$ cat src/rtl/cpu_types_pkg.sv
// Shared CPU-side types: the machine word and the RAM status encoding
// seen by every cache and arbiter on the memory bus.
package cpu_types_pkg;

    localparam int unsigned WORD_W = 32;

    typedef logic [WORD_W-1:0] word_t;

    typedef enum logic [1:0] {
        FREE   = 2'd0,
        BUSY   = 2'd1,
        ACCESS = 2'd2,
        ERROR  = 2'd3
    } ramstate_t;

endpackage

$ cat src/rtl/memory_arbiter.sv
// Single-port RAM arbiter between icache and dcache: data has priority,
// with a starvation counter that forces an instruction grant.
module memory_arbiter
    import cpu_types_pkg::*;
#(
    parameter int unsigned STARVE_MAX = 3
) (
    input  logic              CLK,
    input  logic              nRST,
    input  logic              iREN,
    input  logic [WORD_W-1:0] iaddr,
    input  logic              dREN,
    input  logic              dWEN,
    input  logic [WORD_W-1:0] daddr,
    input  logic [WORD_W-1:0] dstore,
    output logic              iwait,
    output logic              dwait,
    output logic [WORD_W-1:0] iload,
    output logic [WORD_W-1:0] dload,
    output logic              ramREN,
    output logic              ramWEN,
    output logic [WORD_W-1:0] ramaddr,
    output logic [WORD_W-1:0] ramstore,
    input  logic [WORD_W-1:0] ramload,
    input  logic [1:0]        ramstate
);

    localparam logic [1:0] IDLE   = 2'd0;
    localparam logic [1:0] IGRANT = 2'd1;
    localparam logic [1:0] DGRANT = 2'd2;

    localparam int unsigned        STARVE_W   = 2;
    localparam logic [STARVE_W-1:0] STARVE_LIM = STARVE_W'(STARVE_MAX);

    logic [1:0]          state;
    logic [1:0]          next_state;
    logic [STARVE_W-1:0] starve;
    ramstate_t           ram_st;
    word_t               load_word;
    logic                access;
    logic                d_req;
    logic                i_done;
    logic                d_done;
    logic                i_starved;

    assign ram_st    = ramstate_t'(ramstate);
    assign access    = (ram_st == ACCESS);
    assign d_req     = dREN | dWEN;
    assign i_done    = (state == IGRANT) && iREN && access;
    assign d_done    = (state == DGRANT) && d_req && access;
    assign i_starved = iREN && (starve == STARVE_LIM);

    // Read data is broadcast; the wait lines tell each cache when it is valid.
    assign load_word = ramload;
    assign iload     = load_word;
    assign dload     = load_word;

    always_ff @(posedge CLK or negedge nRST) begin
        if (!nRST) begin
            state <= IDLE;
        end else begin
            state <= next_state;
        end
    end

    // Counts data completions that happened while an instruction fetch waited.
    always_ff @(posedge CLK or negedge nRST) begin
        if (!nRST) begin
            starve <= '0;
        end else if (i_done) begin
            starve <= '0;
        end else if (d_done && iREN && (starve != STARVE_LIM)) begin
            starve <= starve + STARVE_W'(1);
        end
    end

    always_comb begin
        next_state = state;
        case (state)
            IDLE: begin
                if (d_req && !i_starved) begin
                    next_state = DGRANT;
                end else if (iREN) begin
                    next_state = IGRANT;
                end
            end
            IGRANT: begin
                if (!iREN || access) begin
                    next_state = IDLE;
                end
            end
            DGRANT: begin
                if (!d_req || access) begin
                    next_state = IDLE;
                end
            end
            default: next_state = IDLE;
        endcase
    end

    // Output decode; a write request masks a simultaneous read strobe.
    always_comb begin
        ramREN   = 1'b0;
        ramWEN   = 1'b0;
        ramaddr  = '0;
        ramstore = '0;
        iwait    = 1'b1;
        dwait    = 1'b1;
        case (state)
            IGRANT: begin
                ramREN  = iREN;
                ramaddr = iaddr;
                iwait   = !i_done;
            end
            DGRANT: begin
                ramREN   = dREN && !dWEN;
                ramWEN   = dWEN;
                ramaddr  = daddr;
                ramstore = dstore;
                dwait    = !d_done;
            end
            default: begin
            end
        endcase
    end

endmodule

$ cat config.mk
export PLATFORM = sky130hd
export DESIGN_NAME = memory_arbiter
export DESIGN_NICKNAME = d
export VERILOG_FILES = /design/src/rtl/cpu_types_pkg.sv /design/src/rtl/memory_arbiter.sv
export SDC_FILE = /design/constraint.sdc
export NUM_CORES = 1
export LEC_CHECK = 0
export ABC_AREA = 1
export CAP_MARGIN = 20
export CORE_AREA = 2 2 105 107
export CTS_CLUSTER_DIAMETER = 100
export DETAILED_ROUTE_END_ITERATION = 16
export DIE_AREA = 0 0 107 109
export PLACE_DENSITY_LB_ADDON = 0.2
export SYNTH_ARGS = -nofsm -noshare
export SYNTH_HDL_FRONTEND = slang
export SYNTH_SLANG_ARGS = --single-unit
$ cat constraint.sdc
create_clock -name CLK -period 4 [get_ports CLK]
set_input_delay 1 -clock CLK [delete_from_list [all_inputs] [get_ports CLK]]
set_output_delay 1 -clock CLK [all_outputs]
set_load 0.1 [all_outputs]
==> impl_metrics.py, run 1 <==
metrics = {
    "outcome": {
        "status": "completed",
    },
    "synth": {
        "netlist_area_um2": 1620,
        "synthMuxAreaShare_pct": 0,
        "ys_ff_latch": 4,
        "synth.avg_cell_area_um2": 5.52,
        "seq_area_frac_synth_pct": 6.17,
        "synth_xor_xnor_area_share_pct": 0,
        "synthTopCellsByArea": "buf_4 (31%), nand2_1 (25%), inv_1 (10%)",
        "synth.net_count": 433,
        "synth_top_family_by_area": "buffers and inverters",
        "ys_warn_count": 0,
        "synthAdderAreaFrac_pct": 3.09,
        "synth-compound-area-share_pct": 12.3,
        "synth_edf_count": 0,
        "synthArstFlopShare_pct": 100,
        "synthSimpleGateAreaFrac_pct": 32.9,
        "synth_common_cells": "nand2_1 (107), buf_4 (68), inv_1 (43)",
        "synth_flop_cell": "dfrtp_1",
        "post-synth-top-count-cell": "nand2_1",
        "yosysTopAreaCell": "buf_4",
        "syn_inst": 294,
        "synth.top_cell.area_share_pct": 31.5,
        "synth_cell_type_count": 17,
    },
    "clocking": {
        "cts_buffers": 3,
        "cts_tree": "built",
        "path_clk_slew_ns": 0.03,
        "clkLatencyLatePin_ns": 0.22,
        "post_cts_buffers": 0,
        "cts_num_sinks": 4,
        "cts_htree_levels": 1,
        "cts_hold_buf": 0,
        "cts_resized": 0,
        "cts_buffer_depth": 2,
        "cts_root_buffer": "clkbuf_8",
    },
    "timing": {
        "fin_crit_sh_pct": 78.8,
        "fin_skew_ns": 0.00227,
        "tightest_slew_ns": 0.609,
        "rsz0062_at_grt": "no",
        "period_minus_slack_ns": 3.15,
        "finalMaxSlewViolations": 0,
        "hold_viol": 0,
        "maxSlewHeadroom_pct": 59.3,
        "finalSetupViolations": 0,
        "max_freq_mhz": 317,
        "layout_setup_ws_ns": 0.848,
        "finalSetupTns_ns": 0,
    },
    "min_path": {
        "hold_start": "state[1]",
        "min-delay-path-class": "reg -> reg",
        "worstHoldEndpoint": "state[1]",
        "whs_path_depth": 2,
    },
    "power": {
        "p_int_mw": 0.751,
        "power.density_nw_per_um2": 969,
        "ir_worst_vdd_mv": 0.473,
        "p_clk_share_pct": 3.0,
        "power_frac_seq_pct": 2.5,
        "power_frac_comb_pct": 94.4,
        "p_sw_mw": 2.14,
        "netSwitchingFraction_pct": 74.0,
        "leakage_nw": 1.51,
    },
    "grt": {
        "antenna_found_initial": 0,
        "grt_first_pass_wirelength_um": 8940,
        "grt_pass1_vias": 1898,
        "grt_use_total_pct": 9.34,
        "grt_start_max_net_pins": 37,
        "grt.overflow.total": 0,
    },
    "worst_setup_path": {
        "r2r-start": "state[0]",
        "cp_max_fo": 3,
        "critPathKind": "in -> out",
        "start_kind": "input pin",
        "worstPathRequired_ns": 3.00,
        "r2r_slack_ns": 2.31,
        "crit_path_end_kind": "primary output",
        "reg2reg_to": "starve[1]",
        "worstPathArrival_ns": 2.15,
        "r2r_cells": 9,
    },
    "layout": {
        "syn2layout_area_growth_pct": 83.8,
        "fin_cells": 533,
        "fin_util_pct": 28.1,
        "final_cell_area_um2": 2980,
        "final_nets": 534,
        "antenna_cells": 0,
        "drive_gt1_share_pct": 24.2,
    },
    "floorplan": {
        "initial_core_util_pct": 15.3,
        "die_area_um2": 11700,
        "num_rows": 38,
        "core-area_um2": 10600,
        "die_h_um": 109,
        "die_w_um": 107,
        "ios": 267,
    },
    "routing": {
        "first_pass_iters": 4,
        "wl_met2_um": 2960,
        "wl_met1_um": 2450,
        "drcViolationCount": 0,
        "num_vias": 1965,
        "wirelength_um": 6110,
        "wl_per_cell_um": 11.5,
        "drt_iter0_markers": 56,
        "met3WireLength_um": 596,
        "vias_per_cell": 3.69,
        "highest_layer": "met4",
        "ant_nets": 0,
    },
    "placed_design": {
        "dp_cells": 530,
        "dp_hpwl_um": 4980,
        "io_buffers": 170,
        "post_dp_cell_area_um2": 2940,
        "place.gp.congestion": 0.750,
        "place_ws_ns": 0.862,
    },
    "run": {
        "max-cap-violations": 0,
    },
}
[registers in the layout, summed over array words and instances (netlist names)]
name,count
state,2
starve,2
[worst max-delay path by stage]
| stage | from | to | slack (ns) | cells past startpoint |
|---|---|---|---|---|
| final | iREN | ramREN | 0.85 | 4 |
| after global routing | state[1] | ramaddr[30] | 0.59 | 6 |
| after CTS | state[1] | ramaddr[16] | 0.76 | 6 |
| after detailed placement | iREN | ramREN | 0.86 | 4 |
| after global placement | iREN | ramREN | 0.87 | 4 |
| after floorplan | dWEN | ramREN | 0.40 | 3 |
[cell families (layout without fill, tap and decap cells)]
family	count (synthesis)	after routing
adder cells (fa/ha/maj)	4	4
buffers and inverters	122	221
flip-flops	4	4
AND/OR/NAND/NOR	130	130
AO/OA/AOI/OAI	34	34
[routing by layer]
metal  vias to the layer above  track usage [%]
met3                        17             3.29
met1                       836             10.4
met5                         -                0
li1                       1004                -
met2                       108             16.9
met4                         0             2.50
[metrics by stage]
stage	hold WS [ns]	power, mW
global placement	0.505	2.84
CTS	0.514	2.93
floorplan	0.467	2.46
finish	0.511	2.89
global route	0.553	3.03
detailed placement	0.504	2.84
[placed cells by master (no fill, tap or decap)]
cell and instances:
nand2_4 1, nand4_1 1, inv_1 43, buf_4 60, clkbuf_8 3, buf_12 12
a21oi_2 8, a21oi_1 26, nor2_4 1, clkdlybuf4s50_1 102, nand2_2 8, nand2_1 107
nand3_1 7, nor2_1 5, ha_1 3, dfrtp_1 4, inv_2 1, ha_2 1
[area by class of cell]
| cell class | count | area, um^2 |
|---|---|---|
| clock buffer | 3 | 41.3 |
| fill | 1174 | 7620 |
| inverter | 44 | 165 |
| multi-input combinational | 168 | 787 |
| sequential | 4 | 100 |
| tap | 140 | 175 |
| timing repair buffer | 174 | 1710 |
[power groups by stage]
stage	registers [mW]	clock network, mW	logic, mW
after floorplan	0.0693	0	2.39
after global placement	0.0732	0	2.76
after detailed placement	0.0737	0	2.76
after CTS	0.0739	0.0897	2.77
after global routing	0.0767	0.0948	2.86
final	0.0736	0.0868	2.73
[worst max-delay path: stages]
cell             delay (ns)
clkdlybuf4s50_1        0.56
nand2_4                0.09
a21oi_1                0.29
buf_12                 0.22
Power figures use the tool's default switching activity.
==> run 2: changes to the inputs <==
- CORE_AREA: 2 2 105 107 -> 2 2 103 105
- DIE_AREA: 0 0 107 109 -> 0 0 105 107
- clock period: 4 -> 3.1 ns (I/O delays scaled with it)
==> run 2 against run 1 <==
  * Hold slack worse by 0.0056 ns
  * Global-route usage is 2.6 points higher
  * Clock skew hardly changed
  * Highest routed layer unchanged
  * Clock power is 22% higher
  * Critical path depth is 2 higher
  * Sequential share of layout area is 0.70 points lower
  * First-iteration DRC count is 18% higher
  * Flip-flop and latch count stayed put
==> impl_metrics.py, run 2 (synthesized netlist as in run 1, its figures left out) <==
metrics = {
    "timing": {
        "fin_crit_sh_pct": 87.7,
        "finalSetupViolations": 0,
        "period_minus_slack_ns": 2.72,
        "fin_skew_ns": 0.00268,
        "finalMaxSlewViolations": 0,
        "maxSlewHeadroom_pct": 72.5,
        "max_freq_mhz": 368,
        "layout_setup_ws_ns": 0.381,
        "rsz0062_at_grt": "no",
        "hold_viol": 0,
        "fin_hold_ws_ns": 0.505,
        "tightest_slew_ns": 0.413,
        "finalSetupTns_ns": 0,
    },
    "placed_design": {
        "place_ws_ns": 0.529,
        "dp_hpwl_um": 5850,
        "place.gp.congestion": 0.755,
        "io_buffers": 170,
    },
    "clocking": {
        "cts_buffers": 3,
        "post_cts_buffers": 0,
        "cts_tree": "built",
        "cts_resized": 0,
        "cts_htree_levels": 1,
        "cts_buffer_depth": 2,
        "clkLatencyLatePin_ns": 0.21,
        "cts_num_sinks": 4,
        "cts_root_buffer": "clkbuf_8",
        "path_clk_slew_ns": 0.03,
        "cts_hold_buf": 0,
    },
    "worst_setup_path": {
        "crit_buf_inv": 4,
        "critPathKind": "reg -> out",
        "crit_chain": "inv_1 > ha_1 > clkinv_1 > buf_4 > a21oi_1 > buf_12",
        "worstPathArrival_ns": 1.94,
        "critPathMaxStageDelay_ns": 0.36,
        "cp_max_fo": 15,
        "critPathLaunch": "state[0]",
        "r2r-start": "state[1]",
        "crit_path_end_kind": "primary output",
        "start_kind": "flip-flop",
        "crit_family": "buffers and inverters",
        "slowest_stage": "dfrtp_1",
        "worstPathRequired_ns": 2.32,
    },
    "floorplan": {
        "die_area_um2": 11200,
        "die_w_um": 105,
        "initial_core_util_pct": 16.1,
        "num_rows": 37,
        "core-area_um2": 10100,
        "die_h_um": 107,
        "ios": 267,
    },
    "grt": {
        "grt.overflow.total": 0,
        "grt_first_pass_wirelength_um": 10900,
        "grt_start_max_net_pins": 34,
        "grt_pass1_vias": 2143,
        "antenna_found_initial": 0,
        "grt_use_total_pct": 11.9,
    },
    "layout": {
        "fillers": 1053,
        "drive_gt1_share_pct": 27.8,
        "final_common_cell": "nand2_1",
        "syn2layout_area_growth_pct": 132,
        "antenna_cells": 0,
        "final_cell_mix": "nand2_1 (107), clkdlybuf4s50_1 (102), buf_12 (70), inv_1 (42), a21oi_2 (21)",
        "final_nets": 536,
        "reg_top3": "starve (2), state (2)",
    },
    "power": {
        "ir_worst_vdd_mv": 0.428,
        "power_frac_comb_pct": 95.6,
        "p_sw_mw": 2.95,
        "p_clk_share_pct": 2.3,
        "total_power_mw": 4.51,
        "netSwitchingFraction_pct": 65.3,
        "power.density_nw_per_um2": 1200,
        "leakage_nw": 1.70,
        "power_frac_seq_pct": 2.1,
        "p_int_mw": 1.57,
    },
    "outcome": {
        "status": "completed",
    },
    "routing": {
        "first_pass_iters": 4,
        "drcViolationCount": 0,
        "wl_per_cell_um": 13.0,
        "num_vias": 2067,
        "vias_per_cell": 3.89,
        "wirelength_um": 6920,
        "ant_nets": 0,
        "drt_iter0_markers": 66,
    },
    "min_path": {
        "min-delay-path-class": "reg -> reg",
        "hold_start": "state[0]",
    },
    "run": {
        "max-cap-violations": 0,
    },
}
## run 2: path summary, 6_finish.rpt
check / slack [ns] / cells past startpoint / endpoint
worst max-delay path: 0.38 / 6 / ramaddr[27]
worst min-delay path: 0.51 / 2 / state[0]
worst max register to register: 1.46 / 8 / starve[0]
worst min register to register: 0.51 / 2 / state[0]
max in group asynchronous: 2.18 / 1 / starve[1]
min in group asynchronous: 0.76 / 1 / state[0]
## run 2: cell type report
type | instances | area (um^2) | share of cell area (%)
clock buffers | 3 | 41.3 | 1.10
inverters | 44 | 165 | 4.39
repair buffers | 176 | 2450 | 65.1
flip-flops and latches | 4 | 100 | 2.66
well taps | 136 | 170 | 4.52
multi-input cells | 168 | 836 | 22.2
## run 2: metrics by stage
step | std cells | instance area (um^2) | util (%)
final | 531 | 3760 | 37.3
after global routing | 531 | 3760 | 37.3
after CTS | 531 | 3760 | 37.3
after detailed placement | 528 | 3720 | 36.9
after global placement | 528 | 3720 | 36.9
after floorplan | 294 | 1670 | -
## run 2: power groups by stage
stage	clock network (mW)	registers, mW	logic (mW)
after floorplan	0	0.0895	3.14
after global placement	0	0.0944	4.35
after detailed placement	0	0.0952	4.37
after CTS	0.109	0.0949	4.37
after global routing	0.114	0.0982	4.49
final	0.106	0.0948	4.31
## run 2: routing by layer
metal	up-vias	routed length, um	GRT usage, %
met5	-	0	0
met4	0	180	3.33
met3	21	701	4.68
met2	123	3590	22.7
met1	912	2450	12.0
li1	1011	-	-
## run 2: tightest hold or removal path: stages, from the launching register on
cell and delay (ns):
dfrtp_1 0.36, nand2_1 0.06, nand2_1 0.05
==> run 3: changes to the inputs <==
- SKIP_LAST_GASP: unset -> 1
==> results of run 3 <==
Final layout, timing and power as in run 2 (identical DEF).
